### src/rtl/util_pulse_train.sv
// Programmable pulse-train generator: emits count pulses of high_len cycles
// separated by low_len cycles. A zero length counts as one cycle.
module util_pulse_train #(
  parameter int W = 8
) (
  input  logic         clk,
  input  logic         res,
  input  logic         start,
  input  logic         stop,
  input  logic [W-1:0] high_len,
  input  logic [W-1:0] low_len,
  input  logic [W-1:0] count,
  output logic         out,
  output logic         busy,
  output logic         done
);

  localparam logic [W-1:0] ONE  = {{(W-1){1'b0}}, 1'b1};
  localparam logic [W-1:0] ZERO = {W{1'b0}};

  typedef enum logic [1:0] {
    IDLE = 2'd0,
    HIGH = 2'd1,
    LOW  = 2'd2
  } state_t;

  state_t         r_state;
  logic [W-1:0]   r_high;
  logic [W-1:0]   r_low;
  logic [W-1:0]   r_cnt;
  logic [W-1:0]   r_tmr;
  logic [W-1:0]   w_high_eff;
  logic [W-1:0]   w_low_eff;

  assign w_high_eff = (high_len == ZERO) ? ONE : high_len;
  assign w_low_eff  = (low_len  == ZERO) ? ONE : low_len;

  // Sequencer: r_tmr holds the cycles left in the current phase, r_cnt the
  // pulses left including the one in progress.
  always_ff @(posedge clk or negedge res) begin
    if (!res) begin
      r_state <= IDLE;
      r_high  <= ZERO;
      r_low   <= ZERO;
      r_cnt   <= ZERO;
      r_tmr   <= ZERO;
      out     <= 1'b0;
      busy    <= 1'b0;
      done    <= 1'b0;
    end else begin
      done <= 1'b0;
      case (r_state)
        IDLE: begin
          if (start && !stop) begin
            if (count == ZERO) begin
              done <= 1'b1;
            end else begin
              r_high  <= w_high_eff;
              r_low   <= w_low_eff;
              r_cnt   <= count;
              r_tmr   <= w_high_eff;
              out     <= 1'b1;
              busy    <= 1'b1;
              r_state <= HIGH;
            end
          end else begin
            out  <= 1'b0;
            busy <= 1'b0;
          end
        end
        HIGH: begin
          if (stop) begin
            out     <= 1'b0;
            busy    <= 1'b0;
            r_state <= IDLE;
          end else if (r_tmr == ONE) begin
            out <= 1'b0;
            if (r_cnt == ONE) begin
              busy    <= 1'b0;
              done    <= 1'b1;
              r_state <= IDLE;
            end else begin
              r_cnt   <= r_cnt - ONE;
              r_tmr   <= r_low;
              r_state <= LOW;
            end
          end else begin
            r_tmr <= r_tmr - ONE;
          end
        end
        LOW: begin
          if (stop) begin
            out     <= 1'b0;
            busy    <= 1'b0;
            r_state <= IDLE;
          end else if (r_tmr == ONE) begin
            r_tmr   <= r_high;
            out     <= 1'b1;
            r_state <= HIGH;
          end else begin
            r_tmr <= r_tmr - ONE;
          end
        end
        default: begin
          out     <= 1'b0;
          busy    <= 1'b0;
          r_state <= IDLE;
        end
      endcase
    end
  end

endmodule

### config.mk
export PLATFORM = sky130hd
export DESIGN_NAME = util_pulse_train
export DESIGN_NICKNAME = d
export VERILOG_FILES = /design/src/rtl/util_pulse_train.sv
export SDC_FILE = /design/constraint.sdc
export NUM_CORES = 1
export LEC_CHECK = 0
export CAP_MARGIN = 20
export CELL_PAD_IN_SITES_DETAIL_PLACEMENT = 0
export CELL_PAD_IN_SITES_GLOBAL_PLACEMENT = 1
export CORE_MARGIN = 2
export CORE_UTILIZATION = 46
export DETAILED_ROUTE_END_ITERATION = 7
export PLACE_DENSITY = 0.87
export SLEW_MARGIN = 20
export SYNTH_ARGS = -nofsm -noshare
export SYNTH_HDL_FRONTEND = slang
export SYNTH_SLANG_ARGS = --single-unit
### constraint.sdc
create_clock -name clk -period 5.7 [get_ports clk]
set_clock_uncertainty 0.2 [all_clocks]
set_input_delay 1.14 -clock clk [delete_from_list [all_inputs] [get_ports clk]]
set_output_delay 1.14 -clock clk [all_outputs]
set_load 0.005 [all_outputs]
Word level (Yosys, flattened, before mapping)
Index checks and enable logic that the tools add are counted. Widths: inputs -> output; s select.

Output and inout port bits: 3. Register bits after elaboration: 37. Memories kept: 0. RAM bits: 0. Latch bits: 0. ROM bits: 0. Logic and storage cells: 83. Input port bits: 28.

Div/mod/pow operators: 0. Multipliers: 0. Reduce and logical (&&, ||, !) cells: 14. $add $sub $neg: 2. Shifts and indexed selects: 0. $lt $le $gt $ge: 0. Multiplexer cells: 42. Bitwise operators: 1. Eq/ne operators: 16.

Operators with widths (count): $mux 8 (14); $logic_not 8->1 (3); $pmux 8 s3 (1); $eq 8x1->1 const B (2); $pmux 8 s2 (1); $sub 8x1->8 const B (2); $mux 1 (15); $ne 3x3->1 const B (5); $mux 2 (7); $ne 2x2->1 const B (7); $reduce_and 6->1 (2); $reduce_and 4->1 (2); $pmux 1 s3 (2); $pmux 2 s3 (1); $reduce_and 3->1 (2); $reduce_bool 3->1 (1); $eq 2x1->1 const B (1); $eq 2x2->1 const B (1); $logic_not 2->1 (1); $pmux 1 s2 (1); $reduce_bool 2->1 (1); $logic_and 1x1->1 (1); $logic_not 1->1 (1); $not 1->1 (1).

Depth between registers and ports, before layout
Gate-level depths: netlist (run 1).

Depth after elaboration: 5. Depth in mapped cells: 8. Mapped depth without buffers: 7.

Worst setup path after synthesis (run 1)
OpenSTA, ideal clock, no wires.

Path kind: input to register. From: input count[6]. To: register r_state[0]. Stages on the path: 5. Path buffers: 0. Arrival time: 2.457 ns. Library setup time: 0.125 ns. Required time: 5.375 ns. Path slack: 2.918 ns. Path through: nor4_1 -> a21bo_2 -> nand2_1 -> o21ai_0 -> mux2_2.

Longest elaborated chain between the ends: 3.

RTL lines: start, declared (line 12) `input logic [W-1:0] count,`; $logic_not 8->1 (line 55) `if (count == ZERO) begin`; $ne 2x2->1 (no line); $reduce_and 4->1 (no line); end signal, assigned (line 64) `r_state <= HIGH;`; end signal, assigned (line 75) `r_state <= IDLE;`; end signal, assigned (line 81) `r_state <= IDLE;`; end, declared (line 27) `state_t r_state;`.

Every way passes these cells. A chain may end at the register's enable or synchronous reset.

Worst setup path in the final report (run 1)
From: input stop. To: register r_high[3].

Longest elaborated chain between the ends: 3.

RTL lines: start, declared (line 9) `input logic stop,`; $logic_not 1->1 (line 54) `if (start && !stop) begin`; $logic_and 1x1->1 (line 54); $reduce_and 3->1 (no line); end signal, assigned (line 58) `r_high <= w_high_eff;`; end, declared (line 28) `logic [W-1:0] r_high;`.

Every way passes these cells.

==> results of run 1 <==
[flip-flops by register name (all words and copies together) (netlist names)]
| register | count |
|---|---|
| out | 1 |
| r_cnt | 8 |
| r_tmr | 8 |
| done | 1 |
| busy | 1 |
| r_high | 8 |
| r_low | 8 |
| r_state | 2 |
[cell type report]
class,instances,area (µm²)
clock buffers,5,68.8
clock inverters,3,46.3
fillers,453,2230
inverters,14,52.6
multi-input cells,177,1330
flip-flops and latches,37,926
well taps,70,87.6
repair buffers,30,295
[Yosys cell counts (2+ instances only)]
cell type and n:
a21boi_0 2, a221oi_1 3, o22ai_1 5, a31oi_1 2
a2bb2oi_2 2, mux2_2 16, nand3_1 5, nand2_1 11
or3_1 5, a211oi_1 3, clkbuf_1 6, o211ai_1 2
buf_2 3, nor3_1 10, dfrtp_1 37, o2bb2ai_1 3
inv_1 14, o221ai_1 2, mux2i_1 6, a22oi_1 6
ha_1 8, or4b_1 2, nor2b_1 4, a21oi_1 14
a21oi_2 2, nor2_1 12, nor4_1 8, a211o_1 2
o21ai_0 14, nor3b_1 3, o31ai_1 6
[stage by stage]
stage	hold WS [ps]	instance area, µm²	total power [mW]
after detailed placement	298	2690	1.26
after global placement	286	2690	1.25
final	315	2810	1.50
after global routing	325	2810	1.62
after CTS	316	2810	1.50
after floorplan	274	2360	1.07
[path summary, 6_finish.rpt]
kind,start,endpoint,cells past startpoint
min in group asynchronous,res,r_cnt[0],1
worst max register to register,r_state[1],r_tmr[2],6
worst min register to register,r_high[1],r_high[1],1
max in group asynchronous,res,r_tmr[4],1
worst min-delay path,r_high[1],r_high[1],1
worst max-delay path,stop,r_high[3],5
[power groups by stage]
stage | combinational [mW] | clock, mW | sequential [mW]
3_5_place_dp | 0.747 | 0 | 0.517
5_1_grt | 0.838 | 0.247 | 0.531
2_1_floorplan | 0.587 | 0 | 0.483
6_report | 0.752 | 0.233 | 0.512
3_3_place_gp | 0.736 | 0 | 0.512
4_1_cts | 0.750 | 0.236 | 0.511
[metal layers]
| layer | wire [µm] | vias up | global-route usage |
|---|---|---|---|
| met5 | 0 | - | 0 |
| met2 | 2590 | 69 | 0.327 |
| met3 | 288 | 4 | 0.0331 |
| met1 | 2700 | 988 | 0.311 |
| li1 | - | 969 | - |
| met4 | 44 | 0 | 0.0585 |
[kinds of logic (layout without fill, tap and decap cells)]
| group | Yosys count | in the layout | share of synthesized area |
|---|---|---|---|
| compound gates | 79 | 79 | 0.257 |
| simple gates | 67 | 67 | 0.160 |
| flops | 37 | 37 | 0.392 |
| buf+inv | 24 | 52 | 0.0429 |
| mux | 22 | 22 | 0.102 |
| fa+ha+maj | 8 | 8 | 0.0424 |
| xor+xnor | 1 | 1 | 0.00371 |
==> results.toml, run 1 <==
[synthesis]
ys_top_cells_by_area = "dfrtp_1, mux2_2, ha_1"
async_flop_share = 1.00
top_cell_type_s_share_of_synthesized_area = 0.392
postSynthCellCount = 238
synthesis.area_um2 = 2360
synthesis.area_per_instance_um2 = 9.91
synthFlopType = "dfrtp_1"
synth_edf_count = 0
postSynthNetCount = 274
ys_types = 51
ys.warnings.count = 0
synth-seq-cells = 37
yosysTopAreaCell = "dfrtp_1"
synth-seq-area-share = 0.392

[setup_path]
cp_cell_sequence = "clkdlybuf4s50_1 -> nor2b_1 -> nand2_1 -> a21oi_2 -> mux2_2"
timing.critical_path.fanout_max = 19
worst_ep_required_time_ps = 5680
timing.critical_path.max_delay_family = "compound AO/OA/AOI/OAI gates"
worst_case_register_to_register_setup_slack_ps = 2730
timing.critical_path.from_type = "input port"
timing.critical_path.slowest_stage_cell = "a21oi_2"
worst_ep_arrival_time_ps = 3370
cp-end-kind = "flop"
crit_buf_inv = 1
criticalPathCategory = "in -> reg"
crit_path_max_cell_delay_ps = 780

[timing]
worst_max_slew_pin_slew_ps = 973
final_min_period_over_clock_period = 0.595
final-hold-violation-count = 0
slew-limit-headroom = 0.351
max_clock_freq_mhz = 295
finalSetupViolations = 0
report.final.slew_viol_count = 0
setup_repair_after_global_routing_missed_its_margin = "false"
fin_crit_ps = 3390
final.setup.tns_ps = 0
final.setup.worst_slack_ps = 2310

[placed_design]
post-dp-hpwl_mm = 4.12
place.detailed.instances = 328
dp_worst_setup_slack_ps = 1990
place.port_buffers = 30
gp_congestion = 0.928

[final_layout]
finalNetCount = 301
insertedDiodeCount = 0
layout_common_cells = "dfrtp_1, clkdlybuf4s50_1, mux2_2"
post_layout_nonfiller_instances = 336
finalCoreUtilization = 0.557
drive_above_1_share = 0.147
area.growth.synth_to_final_pct = 19.0
final_common_cell = "dfrtp_1"

[cts]
cts_tree = "done"
ctsLongestPathBuffers = 2
worst_setup_hold_path_clk_slew_ps = 80
cts_hold_buf = 0
cts.htree.levels = 2
worst_skew_pair.late_latency_ps = 290
cts-root-buf = "clkbuf_8"
cts-buffers-inserted = 5
cts_resized = 0
post_cts_buffers = 0
cts.sink_count = 37

[global_route]
initial_antenna_violation_count = 0
grt_pass1_vias = 1839
grt_pass1_wl_mm = 9.11
gr_overflow_total = 0
maximum_number_of_pins_on_one_net_before_global_route_repair = 38
gr_usage_total = 0.212

[detailed_routing]
drt_first_iter_violations = 123
vias = 2030
routed_wirelength_mm = 5.62
route.antenna.remaining_nets = 0
post_drt_wl_per_cell_um = 16.7
avgViaCountPerCell = 6.04
dr.pass1.iters = 4
drc_violation_count_after_routing = 0

[status]
run_status = "complete, no violations"

[pwr]
ir_worst_vdd_uv = 225
power.internal_mw = 0.860
power.density_nw_per_um2 = 533
p_seq_frac = 0.342
power_frac_clock = 0.155
leakage_dissipation_nw = 1.07
netSwitchingFraction = 0.426
power.net_switching_mw = 0.637
comb_power_share = 0.503

[floorplanning]
die_w_um = 75.6
die_height_um = 75.6
ioPinCount = 31
core_region_area_um2 = 5040
die_area_um2 = 5720
effective_utilization_at_floorplan = 0.468
num_rows = 26

[min_path]
hold_class = "reg -> reg"

[flow_run]
max_cap_viols = 0
(Power assumes the default switching activity.)
==> run 2: changes to the inputs <==
Settings changed: CORE_UTILIZATION 46 to 39, PLACE_DENSITY 0.87 to 0.78.
Clock period 5.7 ns to 3 ns, I/O delays scaled along.
==> results.toml, run 2 (synthesis gave the netlist of run 1 again) <==
[status]
run_status = "complete, no violations"

[global_route]
grt_pass1_wl_mm = 10.1
grt_pass1_vias = 2006
maximum_number_of_pins_on_one_net_before_global_route_repair = 38
initial_antenna_violation_count = 0
gr_overflow_total = 0
gr_usage_total = 0.201

[final_layout]
finalNetCount = 309
final_common_cell = "dfrtp_1"
finalInstanceArea_um2 = 2880
area.growth.synth_to_final_pct = 21.8
insertedDiodeCount = 0
drive_above_1_share = 0.172
layout_common_cells = "dfrtp_1, clkdlybuf4s50_1, mux2_2"
post_layout_nonfiller_instances = 349
finalCoreUtilization = 0.489

[floorplanning]
die_w_um = 81.8
num_rows = 28
core_region_area_um2 = 5890
die_area_um2 = 6690
ioPinCount = 31
die_height_um = 81.8
effective_utilization_at_floorplan = 0.401

[setup_path]
cp-end-kind = "flop"
crit_path_max_cell_delay_ps = 430
cp_cell_sequence = "inv_1 -> ha_1 -> buf_4 -> nor2b_1 -> o2111a_1 -> a2bb2oi_2 -> mux2i_1 -> o211ai_1"
timing.critical_path.max_delay_family = "compound AO/OA/AOI/OAI gates"
timing.critical_path.from_type = "flop"
worst_ep_required_time_ps = 2960
critPathLaunch = "r_state[1]"
worst_ep_arrival_time_ps = 2590
r2r_cells = 8
worst_case_register_to_register_setup_slack_ps = 370
criticalPathCategory = "reg -> reg"
cell_depth_of_the_worst_setup_path = 8
rr_startpoint = "r_state[1]"
timing.critical_path.fanout_max = 12
timing.critical_path.slowest_stage_cell = "dfrtp_1"
crit_buf_inv = 2

[timing]
slew-limit-headroom = 0.440
worst_hold_slack_ps = 203
max_clock_freq_mhz = 381
finalSetupViolations = 0
final_min_period_over_clock_period = 0.875
report.final.slew_viol_count = 0
worst_max_slew_pin_slew_ps = 839
final-hold-violation-count = 0
final.setup.tns_ps = 0
final.setup.worst_slack_ps = 374
setup_repair_after_global_routing_missed_its_margin = "false"
fin_crit_ps = 2630

[placed_design]
gp_congestion = 0.890
post-dp-hpwl_mm = 4.37
dp_worst_setup_slack_ps = 270
place.port_buffers = 30
placement.cell_area_um2 = 2760
place.detailed.instances = 341

[detailed_routing]
drt_first_iter_violations = 146
drc_violation_count_after_routing = 0
routed_wirelength_mm = 6.05
route.antenna.remaining_nets = 0
avgViaCountPerCell = 5.89
post_drt_wl_per_cell_um = 17.3
vias = 2057
dr.pass1.iters = 4

[cts]
cts_hold_buf = 0
cts.htree.levels = 2
cts-buffers-inserted = 5
cts_resized = 0
cts.sink_count = 37
post_cts_buffers = 0
cts-root-buf = "clkbuf_8"
worst_skew_pair.late_latency_ps = 300
worst_setup_hold_path_clk_slew_ps = 80
cts_tree = "done"
ctsLongestPathBuffers = 2

[pwr]
leakage_dissipation_nw = 1.11
power.density_nw_per_um2 = 1010
power.total_mw = 2.91
ir_worst_vdd_uv = 386

[flow_run]
max_cap_viols = 0

[min_path]
hold_class = "in -> async"
-- run 2: changes by cell type in the layout (fill, tap and decap cells not counted), sizes merged --
cell | before | now
buf | 1 | 9
-- run 2: routing by layer --
layer,part of all wire,track usage,vias up
met1,0.50,0.290,1011
met4,0.016,0.0750,0
met2,0.45,0.297,58
met3,0.036,0.0374,8
li1,-,-,980
met5,0,0,-
-- run 2: where the power goes --
part | switching [mW] | internal, mW
Sequential | 0.238 | 0.743
Clock | 0.199 | 0.249
Combinational | 0.820 | 0.664
-- run 2: final timing paths --
check | end
max in group asynchronous | r_cnt[7]
max reg2reg | r_cnt[5]
min reg2reg | r_high[5]
max | r_cnt[5]
min in group clk | r_high[5]
min | r_cnt[1]
-- run 2: cell type report --
cell class / count / area (µm²)
fill: 571 / 3010
multi-input combinational: 177 / 1330
sequential: 37 / 926
timing repair buffer: 38 / 355
tap: 75 / 93.8
clock buffer: 5 / 68.8
inverter: 14 / 52.6
clock inverter: 3 / 46.3
